==> config.mk <==
export PLATFORM = sky130hd
export DESIGN_NAME = echo_app_tx_msg_if_ctrl
export DESIGN_NICKNAME = d
export VERILOG_FILES = /design/src/rtl/echo_app_tx_msg_if_ctrl.sv
export SDC_FILE = /design/constraint.sdc
export NUM_CORES = 1
export LEC_CHECK = 0
export ABC_AREA = 1
export BUFFER_PORTS_ARGS = -buffer_cell sky130_fd_sc_hd__buf_2
export CORE_MARGIN = 10
export CORE_UTILIZATION = 40
export CTS_CLUSTER_DIAMETER = 100
export DETAILED_ROUTE_END_ITERATION = 12
export PLACE_DENSITY_LB_ADDON = 0.2
export RECOVER_POWER = 25
export REMOVE_ABC_BUFFERS = 1
export SYNTH_ARGS = -nofsm -noshare
export SYNTH_HDL_FRONTEND = slang
export SYNTH_SLANG_ARGS = --single-unit
==> constraint.sdc <==
create_clock -name i_clk -period 2.5 [get_ports i_clk]
set_input_delay 0.5 -clock i_clk [delete_from_list [all_inputs] [get_ports i_clk]]
set_output_delay 0.5 -clock i_clk [all_outputs]
set_load 0.05 [all_outputs]
==> src/rtl/echo_app_tx_msg_if_ctrl.sv <==
// echo_app_tx_msg_if_ctrl: control FSM that requests TX buffer space, writes payload beats and updates the TX tail pointer
package echo_app_tx_msg_if_ctrl_pkg;
  typedef enum logic {SPACE_REQ = 1'b0, PTR_UPDATE = 1'b1} tx_buf_mux_sel_e;
endpackage

module echo_app_tx_msg_if_ctrl
  import echo_app_tx_msg_if_ctrl_pkg::*;
#(
  parameter int LEN_W          = 16,
  parameter int CHUNK_BYTES    = 64,
  parameter int BACKOFF_CYCLES = 16
) (
  input  logic             i_clk,
  input  logic             i_rst_n,
  input  logic             i_rx_if_tx_if_msg_val,
  output logic             o_tx_if_rx_if_msg_rdy,
  output logic             o_tx_app_noc_vrtoc_val,
  input  logic             i_noc_vrtoc_tx_app_rdy,
  input  logic             i_noc_ctovr_tx_app_val,
  output logic             o_tx_app_noc_ctovr_rdy,
  output logic             o_ctrl_wr_buf_req_val,
  input  logic             i_wr_buf_ctrl_req_rdy,
  output logic             o_ctrl_wr_buf_data_val,
  output logic             o_ctrl_wr_buf_data_last,
  input  logic             i_wr_buf_ctrl_data_rdy,
  output logic             o_ctrl_datap_store_msg,
  output logic             o_ctrl_datap_store_notif,
  output logic             o_ctrl_datap_incr_beat,
  output tx_buf_mux_sel_e  o_ctrl_datap_buf_mux_sel,
  input  logic [LEN_W-1:0] i_datap_ctrl_msg_len,
  input  logic             i_datap_ctrl_space_ok
);
  localparam int LW1 = LEN_W + 1;
  localparam int CW  = $clog2(CHUNK_BYTES);
  localparam int BW  = $clog2(BACKOFF_CYCLES + 1);
  typedef enum logic [2:0] {
    READY, REQ_SPACE, SPACE_NOTIF, CHECK_SPACE, BACKOFF, WR_REQ, WR_DATA, ADJUST_TX_TAIL
  } state_e;
  state_e          r_state, w_next;
  logic [LW1-1:0]  r_beat_cnt, w_total_beats;
  logic [BW-1:0]   r_backoff_cnt;
  logic            w_last, w_backoff_done;
  assign w_total_beats  = (LW1'(i_datap_ctrl_msg_len) + LW1'(CHUNK_BYTES - 1)) >> CW;
  assign w_last         = r_beat_cnt == w_total_beats - 1'b1;
  assign w_backoff_done = r_backoff_cnt == BW'(BACKOFF_CYCLES - 1);
  always_ff @(posedge i_clk or negedge i_rst_n) begin
    if (!i_rst_n) begin
      r_state       <= READY;
      r_beat_cnt    <= '0;
      r_backoff_cnt <= '0;
    end else begin
      r_state       <= w_next;
      r_beat_cnt    <= r_state == CHECK_SPACE ? '0 :
                       (r_state == WR_DATA && i_wr_buf_ctrl_data_rdy) ? r_beat_cnt + 1'b1 : r_beat_cnt;
      r_backoff_cnt <= r_state == CHECK_SPACE ? '0 :
                       r_state == BACKOFF ? r_backoff_cnt + 1'b1 : r_backoff_cnt;
    end
  end
  always_comb begin
    w_next = r_state;
    case (r_state)
      READY:          w_next = (i_rx_if_tx_if_msg_val && i_datap_ctrl_msg_len != '0) ? REQ_SPACE : READY;
      REQ_SPACE:      w_next = i_noc_vrtoc_tx_app_rdy ? SPACE_NOTIF : REQ_SPACE;
      SPACE_NOTIF:    w_next = i_noc_ctovr_tx_app_val ? CHECK_SPACE : SPACE_NOTIF;
      CHECK_SPACE:    w_next = i_datap_ctrl_space_ok ? WR_REQ : BACKOFF;
      BACKOFF:        w_next = w_backoff_done ? REQ_SPACE : BACKOFF;
      WR_REQ:         w_next = i_wr_buf_ctrl_req_rdy ? WR_DATA : WR_REQ;
      WR_DATA:        w_next = (i_wr_buf_ctrl_data_rdy && w_last) ? ADJUST_TX_TAIL : WR_DATA;
      ADJUST_TX_TAIL: w_next = i_noc_vrtoc_tx_app_rdy ? READY : ADJUST_TX_TAIL;
      default:        w_next = state_e'(3'bx);
    endcase
  end
  always_comb begin
    o_tx_if_rx_if_msg_rdy    = 1'b0;
    o_tx_app_noc_vrtoc_val   = 1'b0;
    o_tx_app_noc_ctovr_rdy   = 1'b0;
    o_ctrl_wr_buf_req_val    = 1'b0;
    o_ctrl_wr_buf_data_val   = 1'b0;
    o_ctrl_wr_buf_data_last  = 1'b0;
    o_ctrl_datap_store_msg   = 1'b0;
    o_ctrl_datap_store_notif = 1'b0;
    o_ctrl_datap_incr_beat   = 1'b0;
    o_ctrl_datap_buf_mux_sel = SPACE_REQ;
    if (i_rst_n)
      case (r_state)
        READY: begin
          o_tx_if_rx_if_msg_rdy  = 1'b1;
          o_ctrl_datap_store_msg = i_rx_if_tx_if_msg_val;
        end
        REQ_SPACE: o_tx_app_noc_vrtoc_val = 1'b1;
        SPACE_NOTIF: begin
          o_tx_app_noc_ctovr_rdy   = 1'b1;
          o_ctrl_datap_store_notif = 1'b1;
        end
        CHECK_SPACE, BACKOFF: ;
        WR_REQ: o_ctrl_wr_buf_req_val = 1'b1;
        WR_DATA: begin
          o_ctrl_wr_buf_data_val  = 1'b1;
          o_ctrl_wr_buf_data_last = w_last;
          o_ctrl_datap_incr_beat  = i_wr_buf_ctrl_data_rdy;
        end
        ADJUST_TX_TAIL: begin
          o_tx_app_noc_vrtoc_val   = 1'b1;
          o_ctrl_datap_buf_mux_sel = PTR_UPDATE;
        end
        default: begin
          o_tx_if_rx_if_msg_rdy    = 1'bx;
          o_tx_app_noc_vrtoc_val   = 1'bx;
          o_tx_app_noc_ctovr_rdy   = 1'bx;
          o_ctrl_wr_buf_req_val    = 1'bx;
          o_ctrl_wr_buf_data_val   = 1'bx;
          o_ctrl_wr_buf_data_last  = 1'bx;
          o_ctrl_datap_store_msg   = 1'bx;
          o_ctrl_datap_store_notif = 1'bx;
          o_ctrl_datap_incr_beat   = 1'bx;
          o_ctrl_datap_buf_mux_sel = tx_buf_mux_sel_e'(1'bx);
        end
      endcase
  end
endmodule
Word-level counts from Yosys, hierarchy flattened
Index checks and enable logic that the tools add are counted.
- register bits: 25
- input port bits: 24
- word-level logic and storage cells: 55
- output and inout port bits: 10
- $add $sub $neg: 4
- reduce and logical (&&, ||, !) cells: 8
- equal/unequal tests: 9
- mux-type cells: 31
- operators by type and width (kind ; number):
    $mux W17 ; 2
    $pmux W3 S8 ; 1
    $mux W1 ; 22
    $add A16 B6 Y17 const B ; 1
    $add A17 B1 Y17 const B ; 1
    $eq A17 B17 Y1 ; 1
    $reduce_bool A16 Y1 ; 1
    $eq A3 B3 Y1 const B ; 4
    $sub A11 B1 Y12 const B ; 1
    $mux W5 ; 2
    $eq A3 B2 Y1 const B ; 2
    $mux W3 ; 2
    $add A5 B1 Y5 const B ; 1
    $eq A5 B4 Y1 const B ; 1
    $mux W2 ; 2
    $reduce_bool A2 Y1 ; 2
    $eq A3 B1 Y1 const B ; 1
    $logic_and A1 B1 Y1 ; 3
    $logic_not A3 Y1 ; 1
    $reduce_or A2 Y1 ; 1

Longest topological paths before layout
- word-level depth: 6
- gate-level depth with buffers: 19
- mapped depth without buffers: 18

Worst setup path after synthesis
OpenSTA, ideal clock, no wires.
- path kind: input to output
- start point: input port i_datap_ctrl_msg_len[0]
- end point: output port o_ctrl_wr_buf_data_last
- stages: 18
- data required time: 2000 ps
- arrival time: 2707 ps
- setup slack: -707 ps
- cell sequence: nor2_1 nand3_2 buf_6 inv_2 nand2_2 nand2_2 ha_1 xor2_1 nand2_1 nor2_1 nand2_1 nor2_1 nand3_1 nor2_1 nand3_1 nor2_1 nand3_1 nor2_1
- cells in the longest elaborated chain, start to end: 5
- ends and longest elaborated chain (element ; RTL line ; RTL):
    from (decl) ; 30 ; input logic [LEN_W-1:0] i_datap_ctrl_msg_len,
    $add A16 B6 Y17 ; 43 ; assign w_total_beats = (LW1'(i_datap_ctrl_msg_len) + LW1'(CHUNK_BYTES - 1)) >> CW;
    $sub A11 B1 Y12 ; 44 ; assign w_last = r_beat_cnt == w_total_beats - 1'b1;
    $eq A17 B17 Y1 ; 44 ;
    $mux W1 ; 85 ; case (r_state)
    $mux W1 ; 84 ; if (i_rst_n)
    to (decl) ; 24 ; output logic o_ctrl_wr_buf_data_last,
Every way passes these cells.

Final worst setup path
Ends and elaborated chain as after synthesis.

==> metrics.yaml <==
die_area_um2: 9830
initial_core_util_pct: 41.8
clock_skew_ns: 0.00366
clockBufferDepth: 2
fin_crit_ns: 3.05
cp_max_fo: 4
max_slew_margin_pct: 28.3
start_kind: "input port"
core_um2: 5990
grt_start_max_net_pins: 21
wl_um: 6990
fin_nets: 511
rsz0062_at_grt: "true"
synth_seq_area_share_pct: 25.0
path_cells: "buf_2, nor2_4, nand3_4, nand2_4, nand2_2, ha_4, xor2_2, nand2_1, nor2_1, nand2_1, nor2_2, nand3_1, nor2_1, nand3_1, nor2_1, nand3_1, nor2_2, buf_6"
cts_buffers: 3
n_fill_cell: 607
vias: 2763
synth_area_um2: 2500
ant_nets: 0
period_share_pct: 122
r2r-end: "r_beat_cnt[16]"
design_power_total_mw: 1.58
htree_num_levels: 1
wl_per_cell_um: 12.6
p_leak_nw: 1.70
crit_slowest_cell: "ha_4"
setup_ws_ns: -0.551
endpoint: "o_ctrl_wr_buf_data_last"
drtIter0Drc: 139
avgViaCountPerCell: 4.96
tightest_slew_ns: 1.08
clkTransAtPathRegs_ns: 0.09
cts_tree: "built"
portBuffers: 33
antenna_cells: 0
synth_top_flop_cell: "dfrtp_1"
drive_gt1_share_pct: 32.2
cts.sinks: 25
end_kind: "output port"
slowest_delay_ns: 0.27
fin_area_um2: 3340
antenna_found_initial: 0
critPathRequiredTime_ns: 2.00
worst-setup-path-type: "input port to output port"
die_width_um: 99.1
overflow: 0
synthCells: 385
synth-edff-count: 0
grt_pass1_vias: 2769
flow.area_growth_from_synthesis_pct: 33.2
synthArstFlopShare_pct: 100
syn_area_per_cell_um2: 6.51
worstSetupStartpoint: "i_datap_ctrl_msg_len[0]"
fin_tns_setup_ns: -0.551
worst-r2r-setup-slack_ns: 0.47
hold_path_class: "input port to async pin"
ctsRootBufferMaster: "clkbuf_8"
max_freq_ghz: 0.328
route.detailed.drc: 0
clock_latency_ns: 0.27
timing_hold_violations_final: 0
dpl-instance-area_um2: 3210
final_common_cell: "nand2_1"
rows: 28
synth_warnings: 0
reg2regPathDepth: 11
dr.pass1.iters: 4
grt_use_total_pct: 13.9
place_congestion: 0.873
fin_hold_ws_ns: 0.0447
violations: "setup timing"
final_util_pct: 55.7
grt_pass1_wl_um: 12000
maxCapViolCount: 0
final_cell_mix: "nand2_1, buf_4, nor2_1, inv_1, nand3_1"
worst-endpoint-arrival_ns: 2.55
slew_viol_final: 0
die_h_um: 99.1
ys_types: 40
outcome: "finished, violations left"
place_hpwl_um: 5880
cellPowerDensity_nw_per_um2: 474
vdd_drop_max_mv: 0.469
setup_viol: 1
ys_seq_elements: 25
r2r_start: "r_state[2]"
ioPinCount: 34
[Yosys cell counts, types with 4 or more instances]
| master | number | area (um^2) |
|---|---|---|
| nor2_4 | 5 | 56.3 |
| nor3_1 | 9 | 45.0 |
| nand2_2 | 9 | 56.3 |
| nand2_4 | 4 | 45.0 |
| xor2_1 | 8 | 70.1 |
| nand3_1 | 38 | 190 |
| inv_1 | 45 | 169 |
| nand3_2 | 6 | 60.1 |
| nand4_1 | 9 | 56.3 |
| nor2_2 | 7 | 43.8 |
| nand2_1 | 95 | 357 |
| o21ai_0 | 10 | 50.1 |
| dfrtp_1 | 25 | 626 |
| nor4_1 | 5 | 31.3 |
| a21oi_1 | 19 | 95.1 |
| inv_2 | 7 | 26.3 |
| ha_1 | 4 | 50.1 |
| nor2_1 | 51 | 191 |
[cell families (layout without fill, tap and decap cells)]
family	Yosys count	after routing	synth area share, %
adders and majority gates	4	4	2.00
DFF	25	25	25.0
buffers and inverters	56	153	8.89
xor gates and xnor gates	10	10	3.50
AOI/OAI and AO/OA	40	40	9.24
and+or+nand+nor	250	250	51.4
[cell type report]
class | instances | area (um^2) | area share [%]
Clock buffer | 4 | 45.0 | 1.35
Timing Repair Buffer | 97 | 648 | 19.4
Multi-Input combinational cell | 304 | 1730 | 51.8
Tap cell | 75 | 93.8 | 2.81
Inverter | 52 | 195 | 5.85
Sequential cell | 25 | 626 | 18.7
[worst min path at each step]
stage             from  cells past startpoint               end
2_1_floorplan  i_rst_n                      0  r_backoff_cnt[0]
3_3_place_gp   i_rst_n                      1  r_backoff_cnt[0]
3_5_place_dp   i_rst_n                      1  r_backoff_cnt[0]
4_1_cts        i_rst_n                      1  r_backoff_cnt[0]
5_1_grt        i_rst_n                      1  r_backoff_cnt[0]
6_report       i_rst_n                      1  r_backoff_cnt[1]
[critical path, delay by kind of cell]
family / cells / cell delay (ns)
xor+xnor: 1 / 0.12
fa+ha+maj: 1 / 0.27
buf+inv: 2 / 0.28
simple gates: 14 / 1.37
[where the power goes]
group | switching, mW | total [mW] | leakage (nW) | internal [mW]
sequential | 0.0909 | 0.565 | 0.340 | 0.475
clock | 0.131 | 0.245 | 0.0228 | 0.114
combinational | 0.485 | 0.772 | 1.34 | 0.287
[routing by layer]
metal  part of all wire, %  vias up  track usage (%)
li1                      -     1454                -
met1                    49     1254             18.5
met2                    47       47             23.3
met3                   3.5        8             1.87
met4                  0.73        0             3.09
met5                     0        -                0
[per-stage QoR]
step,setup slack [ns],instances
after floorplan,-0.904,381
after global placement,-0.660,552
after detailed placement,-0.718,552
after CTS,-0.579,556
after global routing,-0.847,557
final,-0.551,557
[state kept, by name, indices dropped and copies added, names as in the netlist]
signal,count
r_beat_cnt,17
r_backoff_cnt,5
r_state,3
[repair_timing]
action                     4_1_cts  5_1_grt
setup endpoints to repair        1        2
pin swaps                        1        7
hold buffers                     0        0
resized for setup                4       14
buffers inserted                 0        1
Note: power is estimated with default switching activity, not from simulation.
